[src/rtl/config_pkg.sv]
// Core configuration and the decoded CSR uop payload shared by issue, serializer and execute_csr.
package config_pkg;

   typedef struct packed {
      int unsigned XLEN;
   } cfg_t;

   localparam cfg_t EmptyCfg = '{XLEN: 32};

   typedef enum logic [2:0] {
      CSR_NONE = 3'd0,
      CSR_RW   = 3'd1,
      CSR_RS   = 3'd2,
      CSR_RC   = 3'd3,
      CSR_RWI  = 3'd5,
      CSR_RSI  = 3'd6,
      CSR_RCI  = 3'd7
   } csr_op_e;

   typedef struct packed {
      logic        is_csr;
      csr_op_e     csr_op;
      logic [11:0] csr_addr;
      logic [4:0]  imm;
   } uop_t;

   localparam logic [11:0] CSR_ADDR_SATP    = 12'h180;
   localparam logic [11:0] CSR_ADDR_MSTATUS = 12'h300;

endpackage

[src/rtl/csr_serializer.sv]
// Holds one CSR uop until it is the ROB head with the LSU drained, fires execute_csr once,
// then returns the registered result to writeback; fences after SATP/MSTATUS accesses.
module csr_serializer
   import config_pkg::*;
#(
   parameter cfg_t        Cfg   = EmptyCfg,
   parameter int unsigned TAG_W = 6,
   parameter int unsigned XLEN  = Cfg.XLEN
) (
   input  logic             clk_i,
   input  logic             rst_i,
   input  logic             req_valid_i,
   output logic             req_ready_o,
   input  uop_t             req_uop_i,
   input  logic [XLEN-1:0]  req_rs1_data_i,
   input  logic [TAG_W-1:0] req_rob_tag_i,
   input  logic             rob_head_valid_i,
   input  logic [TAG_W-1:0] rob_head_tag_i,
   input  logic             lsu_idle_i,
   input  logic             flush_i,
   output logic             csr_valid_o,
   output uop_t             csr_uop_o,
   output logic [XLEN-1:0]  csr_rs1_data_o,
   output logic [TAG_W-1:0] csr_rob_tag_o,
   input  logic [XLEN-1:0]  csr_result_i,
   input  logic             csr_exception_i,
   input  logic [4:0]       csr_ecause_i,
   output logic             wb_valid_o,
   input  logic             wb_ready_i,
   output logic [TAG_W-1:0] wb_rob_tag_o,
   output logic [XLEN-1:0]  wb_result_o,
   output logic             wb_exception_o,
   output logic [4:0]       wb_ecause_o,
   output logic             fence_o,
   output logic             busy_o
);

   typedef enum logic [1:0] {
      S_IDLE      = 2'd0,
      S_WAIT_HEAD = 2'd1,
      S_EXEC      = 2'd2,
      S_WB        = 2'd3
   } state_e;

   state_e           r_state;
   state_e           w_state_nxt;
   uop_t             r_uop;
   logic [XLEN-1:0]  r_rs1;
   logic [TAG_W-1:0] r_tag;
   logic [XLEN-1:0]  r_wb_result;
   logic             r_wb_exc;
   logic [4:0]       r_wb_cause;
   logic             r_fence;

   logic             w_accept;
   logic             w_exec;
   logic             w_wb_hs;
   logic             w_head_ok;
   logic             w_fence_addr;

   // Issue condition: the held uop is the oldest instruction and no memory op can race it.
   assign w_head_ok    = rob_head_valid_i && (rob_head_tag_i == r_tag) && lsu_idle_i;
   assign w_fence_addr = (r_uop.csr_addr == CSR_ADDR_SATP) ||
                         (r_uop.csr_addr == CSR_ADDR_MSTATUS);

   always_ff @(posedge clk_i or posedge rst_i) begin
      if (rst_i) r_state <= S_IDLE;
      else       r_state <= w_state_nxt;
   end

   always_comb begin
      w_state_nxt = r_state;
      req_ready_o = 1'b0;
      csr_valid_o = 1'b0;
      wb_valid_o  = 1'b0;
      w_accept    = 1'b0;
      w_exec      = 1'b0;
      w_wb_hs     = 1'b0;
      case (r_state)
         S_IDLE: begin
            req_ready_o = !flush_i && !rst_i;
            if (req_valid_i && !flush_i && !rst_i) begin
               w_accept    = 1'b1;
               w_state_nxt = S_WAIT_HEAD;
            end
         end
         S_WAIT_HEAD: begin
            if (flush_i)        w_state_nxt = S_IDLE;
            else if (w_head_ok) w_state_nxt = S_EXEC;
         end
         S_EXEC: begin
            // A flush in this cycle must leave the CSR file untouched.
            csr_valid_o = !flush_i && !rst_i;
            w_exec      = !flush_i && !rst_i;
            w_state_nxt = flush_i ? S_IDLE : S_WB;
         end
         S_WB: begin
            wb_valid_o = !rst_i;
            if (flush_i) begin
               w_state_nxt = S_IDLE;
            end else if (wb_ready_i) begin
               w_wb_hs     = 1'b1;
               w_state_nxt = S_IDLE;
            end
         end
         default: w_state_nxt = S_IDLE;
      endcase
   end

   always_ff @(posedge clk_i or posedge rst_i) begin
      if (rst_i) begin
         r_uop       <= '0;
         r_rs1       <= '0;
         r_tag       <= '0;
         r_wb_result <= '0;
         r_wb_exc    <= 1'b0;
         r_wb_cause  <= 5'd0;
         r_fence     <= 1'b0;
      end else begin
         if (w_accept) begin
            r_uop <= req_uop_i;
            r_rs1 <= req_rs1_data_i;
            r_tag <= req_rob_tag_i;
         end
         if (w_exec) begin
            r_wb_result <= csr_result_i;
            r_wb_exc    <= csr_exception_i;
            r_wb_cause  <= csr_exception_i ? csr_ecause_i : 5'd0;
         end
         r_fence <= w_wb_hs && !r_wb_exc && w_fence_addr;
      end
   end

   assign csr_uop_o      = r_uop;
   assign csr_rs1_data_o = r_rs1;
   assign csr_rob_tag_o  = r_tag;
   assign wb_rob_tag_o   = r_tag;
   assign wb_result_o    = r_wb_result;
   assign wb_exception_o = r_wb_exc;
   assign wb_ecause_o    = r_wb_cause;
   assign fence_o        = r_fence;
   assign busy_o         = (r_state != S_IDLE) && !rst_i;

endmodule

[config.mk]
export PLATFORM = sky130hd
export DESIGN_NAME = csr_serializer
export DESIGN_NICKNAME = d
export VERILOG_FILES = /design/src/rtl/config_pkg.sv /design/src/rtl/csr_serializer.sv
export SDC_FILE = /design/constraint.sdc
export NUM_CORES = 1
export LEC_CHECK = 0
export ABC_AREA = 0
export CORE_AREA = 2 2 130 132
export CTS_CLUSTER_DIAMETER = 100
export DETAILED_ROUTE_END_ITERATION = 8
export DIE_AREA = 0 0 132 134
export MAX_ROUTING_LAYER = met4
export PLACE_DENSITY = 0.53
export SYNTH_ARGS = -nofsm -noshare
export SYNTH_HDL_FRONTEND = slang
export SYNTH_SLANG_ARGS = --single-unit
[constraint.sdc]
create_clock -name clk_i -period 4.9 [get_ports clk_i]
set_input_delay 0.98 -clock clk_i [delete_from_list [all_inputs] [get_ports clk_i]]
set_output_delay 0.98 -clock clk_i [all_outputs]
set_load 0.01 [all_outputs]
After elaboration in Yosys (flattened, before gate mapping)
Cells that the tools add are included.
Widths: inputs -> output; s select.
{"block": "op_classes", "addsub": 0, "mul": 0, "div": 0, "magnitude_cmp": 0, "eq_ne": 9, "shifts": 0, "n_mux": 16, "bitwise_logic": 0, "reduce_logical": 15}
{"cell": "$eq 12x10->1 const B", "count": 1}
{"cell": "$eq 12x9->1 const B", "count": 1}
{"cell": "$mux 2", "count": 6}
{"cell": "$logic_and 1x1->1", "count": 8}
{"cell": "$mux 1", "count": 8}
{"cell": "$pmux 2 s4", "count": 1}
{"cell": "$eq 6x6->1", "count": 1}
{"cell": "$ne 3x3->1 const B", "count": 2}
{"cell": "$mux 5", "count": 1}
{"cell": "$eq 2x2->1 const B", "count": 2}
{"cell": "$logic_not 1->1", "count": 3}
{"cell": "$reduce_and 3->1", "count": 1}
{"cell": "$eq 2x1->1 const B", "count": 1}
{"cell": "$logic_not 2->1", "count": 1}
{"cell": "$ne 2x2->1 const B", "count": 1}
{"cell": "$reduce_bool 2->1", "count": 1}
{"cell": "$logic_or 1x1->1", "count": 1}
{"block": "totals", "register_bits": 100, "latch_bits": 0, "ram_bits": 0, "romBits": 0, "inputBits": 110, "output_inout_bits": 108, "elab_cells": 51, "memories": 0}

Logic depth before layout (Yosys ltp)
Gate-level depths: netlist of run 1.
{"block": "depth", "word_depth": 6, "mapped_depth": 6, "depth_no_buf": 4}

Worst setup path after synthesis of run 1
Ideal clock, no wire load.
{"block": "synth_path", "path_type": "input -> output", "from": "input rst_i", "to": "output wb_valid_o", "t_arrival_ns": 3.478, "required_time_ns": 3.920, "setup_slack_ns": 0.442, "stages": 2, "path_buffers": 0, "path_cell_list": "inv_1 and3_1"}
{"block": "synth_between", "elab_chain_cells": 2}
{"element": "from (decl)", "line_no": "csr_serializer.sv:11", "rtl": "input logic rst_i,"}
{"element": "$logic_not 1->1", "line_no": "csr_serializer.sv:98", "rtl": "wb_valid_o = !rst_i;"}
{"element": "$mux 1", "line_no": "csr_serializer.sv:79", "rtl": "case (r_state)"}
{"element": "to (decl)", "line_no": "csr_serializer.sv:28", "rtl": "output logic wb_valid_o,"}
No other way between the ends.

Final worst setup path of run 1
{"block": "layout_path", "from": "input flush_i", "to": "output csr_valid_o"}
{"block": "layout_between", "elab_chain_cells": 3}
{"element": "from (decl)", "line_no": "csr_serializer.sv:20", "rtl": "input logic flush_i,"}
{"element": "$logic_not 1->1", "line_no": "csr_serializer.sv:93", "rtl": "csr_valid_o = !flush_i && !rst_i;"}
{"element": "$logic_and 1x1->1", "line_no": "csr_serializer.sv:93"}
{"element": "$mux 1", "line_no": "csr_serializer.sv:79"}
{"element": "to (decl)", "line_no": "csr_serializer.sv:21", "rtl": "output logic csr_valid_o,"}
No other way between the ends.

==> results of run 1 <==
## worst max-delay path by stage
stage	start	end	slack, ps	cells past startpoint
6_report	flush_i	csr_valid_o	1310	3
5_1_grt	flush_i	csr_valid_o	1240	3
4_1_cts	flush_i	csr_valid_o	1260	3
3_5_place_dp	flush_i	csr_valid_o	1270	3
3_3_place_gp	flush_i	csr_valid_o	1280	3
2_1_floorplan	rst_i	wb_valid_o	440	2
## cells in the mapped netlist
| library cell | number |
|---|---|
| sky130_fd_sc_hd__mux2_4 | 10 |
| sky130_fd_sc_hd__xor2_1 | 4 |
| sky130_fd_sc_hd__a41o_1 | 1 |
| sky130_fd_sc_hd__nand2_2 | 1 |
| sky130_fd_sc_hd__xnor2_1 | 3 |
| sky130_fd_sc_hd__or3b_2 | 1 |
| sky130_fd_sc_hd__mux2_1 | 2 |
| sky130_fd_sc_hd__buf_4 | 7 |
| sky130_fd_sc_hd__a22oi_1 | 1 |
| sky130_fd_sc_hd__inv_1 | 6 |
| sky130_fd_sc_hd__nand3_1 | 6 |
| sky130_fd_sc_hd__nor4b_4 | 1 |
| sky130_fd_sc_hd__nand4_1 | 2 |
| sky130_fd_sc_hd__dfrtp_1 | 100 |
| sky130_fd_sc_hd__nor2_1 | 5 |
| sky130_fd_sc_hd__nand2_1 | 3 |
| sky130_fd_sc_hd__nor3_1 | 1 |
| sky130_fd_sc_hd__and3_1 | 1 |
| sky130_fd_sc_hd__o22ai_1 | 1 |
| sky130_fd_sc_hd__buf_6 | 5 |
| sky130_fd_sc_hd__mux2_2 | 80 |
| sky130_fd_sc_hd__nor4_4 | 1 |
| sky130_fd_sc_hd__buf_2 | 5 |
| sky130_fd_sc_hd__nor4bb_1 | 1 |
| sky130_fd_sc_hd__nor4_1 | 2 |
| sky130_fd_sc_hd__o21ai_0 | 6 |
## kinds of logic (layout without fill, tap and decap cells)
| logic type | count (synthesis) | after routing | synth area share [%] |
|---|---|---|---|
| xor+xnor | 7 | 7 | 1.53 |
| buf+inv | 23 | 244 | 3.90 |
| simple gates | 25 | 25 | 4.15 |
| compound gates | 9 | 9 | 1.34 |
| flops | 100 | 100 | 62.3 |
| mux | 92 | 92 | 26.7 |
## power breakdown
group | switching (mW) | total (mW) | internal, mW
sequential | 0.0801 | 1.02 | 0.944
clock | 0.306 | 0.690 | 0.384
combinational | 0.202 | 0.608 | 0.406
## state kept, by name (all words and copies together) (netlist names)
| name | flops |
|---|---|
| wb_result_o | 32 |
| csr_rs1_data_o | 32 |
| csr_rob_tag_o | 6 |
| wb_ecause_o | 5 |
| wb_exception_o | 1 |
| r_state | 2 |
| csr_uop_o | 21 |
| fence_o | 1 |
## routing by layer
| metal | GRT usage (%) | part of all wire [%] | vias up |
|---|---|---|---|
| met2 | 20.2 | 48 | 128 |
| met4 | 5.74 | 2.2 | 0 |
| met1 | 15.4 | 42 | 1408 |
| met5 | - | 0 | - |
| li1 | - | - | 1319 |
| met3 | 3.89 | 7.7 | 15 |
## final cells by class
class / count / area [µm²] / area share [%]
clock inverters: 4 / 22.5 / 0.338
well taps: 220 / 275 / 4.14
repair buffers: 222 / 2210 / 33.2
multi-input cells: 133 / 1360 / 20.4
flip-flops and latches: 100 / 2500 / 37.6
clock buffers: 12 / 267 / 4.00
inverters: 6 / 25.0 / 0.376
## stage by stage
stage / hold slack [ps] / total power, mW / std cells
detailed placement: 474 / 1.66 / 681
global route: 505 / 2.45 / 697
global placement: 470 / 1.65 / 681
floorplan: 529 / 1.27 / 256
CTS: 489 / 2.37 / 697
finish: 483 / 2.32 / 697
==> summary by stage, run 1 <==
Die
The area of the placeable core is 16,300 µm². The number of placement rows is 47. The floorplan step set the die height to about 130 µm. The die covers approximately 18,000 µm². From left edge to right edge, the die measures 132 µm.

The starting density of the core is between 20% and 30%. For this design the top-level I/O count stands at between 200 and 250.

Min path
The cell count of the worst hold path is 1. The startpoint of the lowest-slack hold path is wb_result_o[27]$_DFFE_PP0P_. The worst min-delay path endpoint is wb_result_o[27]$_DFFE_PP0P_.

The worst hold path belongs to the class reg2reg.

CTS
After clock tree synthesis, the clock-pin slew on the worst setup and hold paths is 60 ps. At the later pin of the worst-skew pair, clock insertion delay measures ~350 ps. The deepest level of the CTS H-tree is 3. In this run the deepest clock path goes through 2 buffers. The CTS sink count is 100. In this run, CTS created clock tree buffers numbering 9. The TritonCTS clock tree is built.

The total setup buffers inserted after CTS is 0. The clock root buffer master is sky130_fd_sc_hd__clkbuf_16. The count of instances resized after the clock tree is built is 0. The number of buffers added to fix hold violations after cts is 0.

Layout
The signed area change from the synthesized netlist to the final layout is 65.8%. The final design area excluding fillers is 6660 µm². In the layout the commonest cells are sky130_fd_sc_hd__clkdlybuf4s50_1, sky130_fd_sc_hd__dfrtp_1, sky130_fd_sc_hd__mux2_2.

0 antenna diodes ended up in the layout. The final layout net count is a little under 600. The final core utilization is between 40% and 50%. Leaving out fill and tap cells, the most frequent cell in the layout is sky130_fd_sc_hd__clkdlybuf4s50_1.

In the final layout, the share of cells above drive strength 1 is between 20% and 30%. The count of fill cells added during filler insertion is between 1,500 and 2,000.

Global route
The initial antenna violation count was 0. Global routing consumed, over all layers together, between 10% and 20% of the routing resources. The overall overflow remaining after global route is 0. The global-route wire length before repair is ~17,000 µm.

Entering global routing, the biggest net connects 67 pins. The number of global-route vias before repair was a little over 3,000.

Worst setup path
Walking the worst path, the cells encountered are clkdlybuf4s50_1 > nor4b_4 > clkdlybuf4s50_1. The path depth of the worst reg2reg path is 4. STA puts the critical path data arrival time at 2610 ps. The critical path buffer and inverter count is 2. The setup slack of the most critical reg-to-reg path is 2630 ps. The endpoint kind of the worst setup timing path is a primary output. Data on the critical path is required at its endpoint by between 3000 and 4000 ps. The critical path start-end classification is in2out. The kind of cell with the highest combined delay along the critical path is buffers and inverters. The cell seen most often among critical-path stages is sky130_fd_sc_hd__clkdlybuf4s50_1. The largest single stage delay on the critical path is roughly 610 ps. The cell at the slowest stage of the critical path is sky130_fd_sc_hd__clkdlybuf4s50_1.

The worst setup path is launched from an input port. The worst register-to-register path ends at csr_rob_tag_o[3]$_DFFE_PP0P_. The maximum fanout count along the critical path is 6. The startpoint of the most critical register-to-register path is r_state[1]$_DFFE_PP0P_.

Synth
The top-area cell type share of the netlist area is 62.3%. After synthesis the cells add up to roughly 4000 µm². When the netlist entered floorplanning its net count stood at between 300 and 400. Ranked by total cell area, the synthesized netlist is headed by sky130_fd_sc_hd__dfrtp_1, sky130_fd_sc_hd__mux2_2, sky130_fd_sc_hd__mux2_4.

The portion of the post-synthesis area used by sequential elements is between 60% and 70%. Synthesis produced a netlist whose cell count is around 260. The number of unique standard cell types used by synthesis is 26. The largest area contributor in the netlist is sky130_fd_sc_hd__dfrtp_1. The synthesized design contains 100 register bits. Yosys printed 0 warnings. A synthesized cell averages ~16 µm².

Place
At the placement stage, the worst setup path has a slack of between 1000 and 1500 ps. Port buffering added roughly 220 buffers. In this run the cell area measured after placement is about 6400 µm². The placed wire-length estimate after detailed placement is 8040 µm. Routability-driven placement finished with a final weighted congestion of 0.734.

STA
The total negative slack is 0 ps. The final number of hold-violating endpoints is 0. Setup violations remaining at the end of the flow were counted as 0.

The worst pin sits at a relative slew slack of 40.6%. The worst path meets setup with between 1000 and 1500 ps of slack. The worst setup skew after layout is 8.68 ps. For the finished layout, the period the worst path requires is approximately 3600 ps. In the finished design, the share of the clock period the worst path needs comes to 73.2%. The total count of max-transition violations in the final report was 0. Setup repair after global routing left no endpoint under its margin.

The fmax is about 280 MHz. The actual slew at the worst max-slew pin is roughly 900 ps.

Power and ir drop
The static power due to leakage is between 2 and 3 nW. The peak supply drop is approximately 0.20 mV. The power density relative to cell area is approximately 350 nW/µm².

Drt
The first detailed-routing pass took 4 iterations. The mean number of vias per cell is ~4.1. The average detailed-routed wire length per instance is 15.6 µm. The routed layout has roughly 2,900 vias. The DRC violation count after routing is 0. In this run the remaining antenna-violating nets after routing total 0. The total wire length after detailed routing is 10,900 µm.

The initial detailed-routing violation count is 88.

Flow run
Max-cap violations in this run came to 0.

Status
The run finished with clean final reports.
(Power assumes the default switching activity.)
==> run 2: changes to the inputs <==
--- a/config.mk
+++ b/config.mk
@@ -11,7 +11,7 @@
 export DETAILED_ROUTE_END_ITERATION = 8
 export DIE_AREA = 0 0 132 134
 export MAX_ROUTING_LAYER = met4
-export PLACE_DENSITY = 0.53
+export PLACE_DENSITY = 0.55
 export SYNTH_ARGS = -nofsm -noshare
 export SYNTH_HDL_FRONTEND = slang
 export SYNTH_SLANG_ARGS = --single-unit
==> constraint.sdc (replaced) <==
create_clock -name clk_i -period 3 [get_ports clk_i]
set_input_delay 0.6 -clock clk_i [delete_from_list [all_inputs] [get_ports clk_i]]
set_output_delay 0.6 -clock clk_i [all_outputs]
set_load 0.01 [all_outputs]
==> run 2 against run 1 <==
First-iteration DRC count fell by 50%. Setup slack got worse by 1100 ps. Largest cell class unchanged. Non-clock buffer count rose by 2. Utilization rose by 0.32 points.
==> summary by stage, run 2 (synthesis gave the netlist of run 1 again) <==
CTS
The clock latency on the worst-skew pair came to 340 ps (about the same). The number of buffers added to fix hold violations after cts is 0 (unchanged). The clock tree buffer depth is 2 (unchanged).

The number of buffers inserted during clock tree synthesis was 9 (unchanged). TritonCTS built the clock tree. The deepest level of the CTS H-tree is 3 (unchanged). The clock transition time at the flip-flop clock pins of the worst setup and hold paths is 60 ps (about the same). The total setup buffers inserted after CTS came to 0 (unchanged). The CTS sink count is 100 (unchanged). The count of instances resized after the clock tree is built is 0 (unchanged). The clock root buffer master is sky130_fd_sc_hd__clkbuf_16.

Status
The flow ran to the end, and the final reports show no timing, DRC or antenna violations.

Min path
The cell count of the worst hold path is 1 (unchanged). The type of the most critical hold path is reg2reg. The startpoint of the lowest-slack hold path is wb_result_o[26]$_DFFE_PP0P_.

For hold timing, the worst endpoint is wb_result_o[26]$_DFFE_PP0P_.

STA
After layout, the worst path uses ~94% of the clock period. The total count of max-transition violations in the final report is 0 (unchanged). The post-route worst hold slack is 491 ps (+7.70 ps). The relative slew slack was 49.0% (+8.3 points). The total setup violations reported at the end of the flow is 0 (unchanged).

The worst setup margin is 168 ps (-1140 ps). The worst path needs about 2800 ps of the cycle, external delays included. The final number of hold-violating endpoints is 0 (unchanged).

The actual slew at the worst max-slew pin is 766 ps (-125 ps). Setup repair after global routing left no endpoint under its margin. The fmax is 353 MHz. The worst setup skew after layout is 6.57 ps (-2.11 ps).

Die
The area of the placeable core is 16,300 µm² (unchanged). The chip width is 132 µm (unchanged). The height of the die is 134 µm (unchanged). The I/O pin count is 218 (unchanged). The die area is 17,700 µm² (unchanged). The number of placement rows is 47 (unchanged). The starting density of the core is 24.6% (unchanged).

Global route
The global-route wire length before repair came to 16,600 µm (-2.9%). The number of global-route vias before repair is 3,167 (+2.8%). The overall routing resource usage is 12.4% (-0.49 points). The initial antenna violation count is 0 (unchanged). The maximum number of pins on one net before global-route repair is 61 (-9.0%). The overall overflow remaining after global route is 0 (unchanged).

Worst setup path
The maximum fanout count along the critical path is 3 (-3). The reg-to-reg endpoint is wb_result_o[25]$_DFFE_PP0P_. The delay contributed by the slowest stage of the critical path was 530 ps (-80 ps). Among all stages on the critical path, the largest delay is contributed by sky130_fd_sc_hd__clkdlybuf4s50_1. The data arrival at the endpoint of the critical path was 2230 ps (-380 ps). The type of origin of the critical path is an input port.

The setup slack of the most critical reg-to-reg path was 1170 ps (-1460 ps). The data required time at the worst endpoint was 2400 ps (-1520 ps). The critical path startpoint is flush_i.

The critical path start-end classification is in2out. The path depth of the worst reg2reg path is 4 (unchanged). The endpoint kind of the worst setup timing path is a primary output. The critical path goes through clkdlybuf4s50_1 > nor4b_4 > buf_12 > clkdlybuf4s50_1. The cell seen most often among critical-path stages is sky130_fd_sc_hd__clkdlybuf4s50_1. The startpoint of the most critical register-to-register path is r_state[0]$_DFFE_PP0P_.

Power and ir drop
The peak supply drop was 0.398 mV (+95%). The power density relative to cell area is 565 nW/µm² (+62%). The internal power component came to 2.83 mW (+63%). The static power due to leakage is 2.87 nW (+0.50%). The fraction of power spent switching nets is 25.2% (-0.16 points). The fraction of power consumed by the clock network came to 29.5% (-0.2 points). The sequential cell fraction of total power was 44.1% (about the same).

The combinational share of power came to 26.4% (+0.2 points). The net switching power of the design came to 955 µW (+62%). The overall power of the completed layout was 3.79 mW (+63%).

Layout
The top cell types in the final layout, fill and taps aside, are sky130_fd_sc_hd__clkdlybuf4s50_1, sky130_fd_sc_hd__dfrtp_1, sky130_fd_sc_hd__mux2_2. The count of fill cells added during filler insertion was 1,494 (-3.9%). The layout cell share with drive strength beyond 1 was 24.5% (+0.16 points). The final layout net count is 584 (+0.34%).

From synthesis to final layout, the design area changed by 67.1%. The count of antenna diodes in the layout is 0 (unchanged). The final design area excluding fillers came to 6710 µm² (+0.79%). The number of standard cells in the final layout excluding fillers is 698 (+0.14%).

The most frequent standard cell in the layout excluding fill and tap cells is sky130_fd_sc_hd__clkdlybuf4s50_1.

Place
The worst-case setup slack after placement was 138 ps (-1130 ps). The count of buffers from port buffering is 217 (unchanged). The placement-stage cell area is 6420 µm² (+0.84%). The placed wire-length estimate after detailed placement is 7800 µm (-3.0%).

The placer congestion estimate was 0.817 (+11%). The number of placed instances, taps included came to 683 (+0.29%).

Drt
The mean number of vias per cell is 4.13 (+0.27%). The detailed-routing iteration count for the pre-antenna-repair pass came to 4 (unchanged). The total wire length after detailed routing is 10,500 µm (-3.3%). The count of antenna-violating nets left after detailed routing was 0 (unchanged). The DRC violation count after routing is 0 (unchanged). The average detailed-routed wire length per instance is 15.1 µm (-3.4%). The initial detailed-routing violation count is 44 (-50%). The via total after detailed routing is 2,882 (+0.42%).

Flow run
The number of maximum-capacitance constraint violations was 0 (unchanged).
run 2: cell type report:
type | count | area (µm²) | area share [%]
clock inverter | 3 | 21.3 | 0.317
timing repair buffer | 224 | 2260 | 33.7
clock buffer | 12 | 267 | 3.97
multi-input combinational | 133 | 1360 | 20.2
tap | 220 | 275 | 4.10
sequential | 100 | 2500 | 37.3
inverter | 6 | 26.3 | 0.392
run 2: worst max-delay path by stage:
| stage | to | depth (start not counted) |
|---|---|---|
| after floorplan | wb_valid_o | 2 |
| after global placement | csr_valid_o | 4 |
| after detailed placement | csr_valid_o | 4 |
| after CTS | csr_valid_o | 4 |
| after global routing | csr_valid_o | 4 |
| final | csr_valid_o | 4 |
run 2: metal layers:
metal	vias up	GRT usage (%)	wire length (µm)
met2	133	20.8	5210
met5	-	-	0
li1	1331	-	-
met3	14	4.16	805
met1	1404	13.9	4330
met4	0	4.29	187
run 2: power groups by stage:
| stage | sequential (mW) | clock (mW) | combinational, mW |
|---|---|---|---|
| after floorplan | 1.77 | 0 | 0.303 |
| after global placement | 1.69 | 0 | 1.01 |
| after detailed placement | 1.69 | 0 | 1.01 |
| after CTS | 1.67 | 1.17 | 1.02 |
| after global routing | 1.70 | 1.23 | 1.06 |
| final | 1.67 | 1.12 | 0.998 |
run 2: worst max-delay path, delay by kind of cell:
family / cells / cell delay (ps)
simple gates: 1 / 420
buf+inv: 3 / 1210
run 2: per-stage QoR:
step / setup TNS [ps] / utilization (%)
2_1_floorplan: -165 / -
3_3_place_gp: 0 / 39.4
3_5_place_dp: 0 / 39.4
4_1_cts: 0 / 41.2
5_1_grt: 0 / 41.2
6_report: 0 / 41.2
==> run 3: changes to the inputs <==
--- a/config.mk
+++ b/config.mk
@@ -10,8 +10,8 @@
 export CTS_CLUSTER_DIAMETER = 100
 export DETAILED_ROUTE_END_ITERATION = 8
 export DIE_AREA = 0 0 132 134
-export MAX_ROUTING_LAYER = met4
-export PLACE_DENSITY = 0.55
+export DONT_BUFFER_PORTS = 1
+export PLACE_DENSITY = 0.37
 export SYNTH_ARGS = -nofsm -noshare
 export SYNTH_HDL_FRONTEND = slang
 export SYNTH_SLANG_ARGS = --single-unit
==> run 3 against run 2 <==
Worst hold slack lost 190 ps. Sequential power up 9%. Fmax increased by 22%. Final cell count decreased by 32%. Critical path type is now reg2out. Largest cell class unchanged.
==> summary by stage, run 3 (synthesis gave the netlist of run 1 again) <==
Place
The count of buffers from port buffering is 0 (-100%). The placement-stage cell area was 4190 µm² (-35%). The worst-case setup slack after placement is 816 ps (+678 ps). The number of placed instances, taps included is 462 (-32%). The placer congestion estimate is 0.655 (-20%). The placed wire-length estimate after detailed placement is 6380 µm (-18%).

Drt
The initial detailed-routing violation count is 80 (+82%). The average detailed-routed wire length per instance is 18.6 µm (+23%). The detailed-routing iteration count for the pre-antenna-repair pass was 3 (-1).

The DRC violation count after routing is 0 (unchanged). The via total after detailed routing came to 2,054 (-29%). The mean number of vias per cell is 4.30 (+4.1%).

The count of antenna-violating nets left after detailed routing came to 0 (unchanged). The total wire length after detailed routing was 8890 µm (-16%).

Die
The height of the die is 134 µm (unchanged). The die area is 17,700 µm² (unchanged). The I/O pin count is 218 (unchanged). The area of the placeable core is 16,300 µm² (unchanged).

The number of placement rows is 47 (unchanged). The starting density of the core is 24.6% (unchanged). The chip width is 132 µm (unchanged).

STA
The worst setup margin is 686 ps (+517 ps). The actual slew at the worst max-slew pin came to 850 ps (+84.6 ps). Setup repair after global routing left no endpoint under its margin. The total setup violations reported at the end of the flow was 0 (unchanged). The worst setup skew after layout is 7.27 ps (+0.698 ps).

The fraction of the cycle the final worst path needs is 77.1% (-17 points). The final number of hold-violating endpoints came to 0 (unchanged). The clock period minus final worst setup slack is 2310 ps (-517 ps).

The total count of max-transition violations in the final report came to 0 (unchanged). The relative slew slack is 43.3% (-5.6 points). The fmax is 432 MHz (+22%).

Layout
The final core utilization was 27.7% (-13 points). The count of fill cells added during filler insertion is 1,676 (+12%). The final design area excluding fillers is 4510 µm² (-33%). The most frequent standard cell in the layout excluding fill and tap cells is sky130_fd_sc_hd__dfrtp_1. Relative to the synthesized area, the layout overhead comes to 12.4%. The layout cell share with drive strength beyond 1 is 43.8% (+19 points). The number of standard cells in the final layout excluding fillers was 478 (-32%). The final layout net count is 363 (-38%).

Leaving out fill and tap cells, the most frequent cells in the layout are sky130_fd_sc_hd__dfrtp_1, sky130_fd_sc_hd__mux2_2, sky130_fd_sc_hd__mux2_4. The count of antenna diodes in the layout is 0 (unchanged).

Global route
The overall routing resource usage is 10.3% (-2.1 points). The global-route wire length before repair came to 13,700 µm (-18%). The maximum number of pins on one net before global-route repair is 60 (-1.6%).

The overall overflow remaining after global route is 0 (unchanged). The number of global-route vias before repair is 2,323 (-27%). The initial antenna violation count is 2 (+2).

CTS
The number of buffers inserted during clock tree synthesis is 9 (unchanged). The total setup buffers inserted after CTS is 0 (unchanged). The count of instances resized after the clock tree is built is 0 (unchanged). TritonCTS built the clock tree.

The clock root buffer master is sky130_fd_sc_hd__clkbuf_16. The deepest level of the CTS H-tree is 3 (unchanged). The number of buffers added to fix hold violations after cts was 0 (unchanged). The clock latency on the worst-skew pair came to 340 ps (about the same).

The clock transition time at the flip-flop clock pins of the worst setup and hold paths is 70 ps (about the same). The CTS sink count is 100 (unchanged). The clock tree buffer depth came to 2 (unchanged).

Power and ir drop
The overall power of the completed layout came to 3.38 mW (-11%). The peak supply drop came to 0.294 mV (-26%). The power density relative to cell area is 750 nW/µm² (+33%). The static power due to leakage is 2.03 nW (-29%).

Worst setup path
The maximum fanout count along the critical path was 44 (+41). The data required time at the worst endpoint is 2400 ps (about the same). The critical path start-end classification is reg2out. STA classifies the critical path startpoint as a flop.

The data arrival at the endpoint of the critical path was 1710 ps (-520 ps). The worst setup path is captured at a primary output.

Flow run
The number of maximum-capacitance constraint violations came to 0 (unchanged).

Status
The flow ran to the end, and the final reports show no timing, DRC or antenna violations.

Min path
The worst hold path belongs to the class in2async.
-- run 3: cell count changes in the layout (fill, tap and decap cells not counted), moves of 2 or more --
cell                              before  now
sky130_fd_sc_hd__clkdlybuf4s50_1     217    0
sky130_fd_sc_hd__buf_12                3    0
sky130_fd_sc_hd__clkbuf_8              3    1
sky130_fd_sc_hd__bufinv_16             0    2
-- run 3: routing by layer --
metal,vias to the layer above,global-route usage (%),wire (µm)
met4,4,4.35,140
met3,14,5.93,1120
met2,139,15.6,4080
li1,888,-,-
met5,-,0,28
met1,1009,12.0,3520
-- run 3: critical path, stage by stage, from the launching register on --
cell and delay (ps):
sky130_fd_sc_hd__dfrtp_1 520, sky130_fd_sc_hd__nor4b_4 330, sky130_fd_sc_hd__buf_4 490
-- run 3: layout make-up --
| type | instances | area, µm² | area share (%) |
|---|---|---|---|
| clock inverter | 5 | 83.8 | 1.86 |
| sequential | 100 | 2500 | 55.4 |
| tap | 220 | 275 | 6.10 |
| timing repair buffer | 3 | 22.5 | 0.499 |
| inverter | 6 | 26.3 | 0.582 |
| multi-input combinational | 133 | 1360 | 30.1 |
| clock buffer | 11 | 243 | 5.38 |
-- run 3: worst paths after layout --
check	end	from	cells past startpoint	slack (ps)
setup reg to reg	csr_rs1_data_o[31]$_DFFE_PP0P_	r_state[0]$_DFFE_PP0P_	3	880
max in group asynchronous	wb_exception_o$_DFFE_PP0P_	rst_i	2	2140
hold / removal	r_state[0]$_DFFE_PP0P_	rst_i	2	300
hold reg to reg	wb_result_o[26]$_DFFE_PP0P_	wb_result_o[26]$_DFFE_PP0P_	1	560
min in group clk_i	r_state[1]$_DFFE_PP0P_	flush_i	1	350
setup / recovery	csr_valid_o	r_state[0]$_DFFE_PP0P_	2	690
-- run 3: per-stage QoR --
stage                     hold WS (ps)  TNS [ps]
after detailed placement           549         0
after global placement             551         0
final                              302         0
after global routing               331         0
after floorplan                    529      -165
after CTS                          322         0
-- run 3: power breakdown --
part	switching, mW	internal [mW]
clock	0.512	0.757
combinational	0.106	0.188
sequential	0.277	1.54
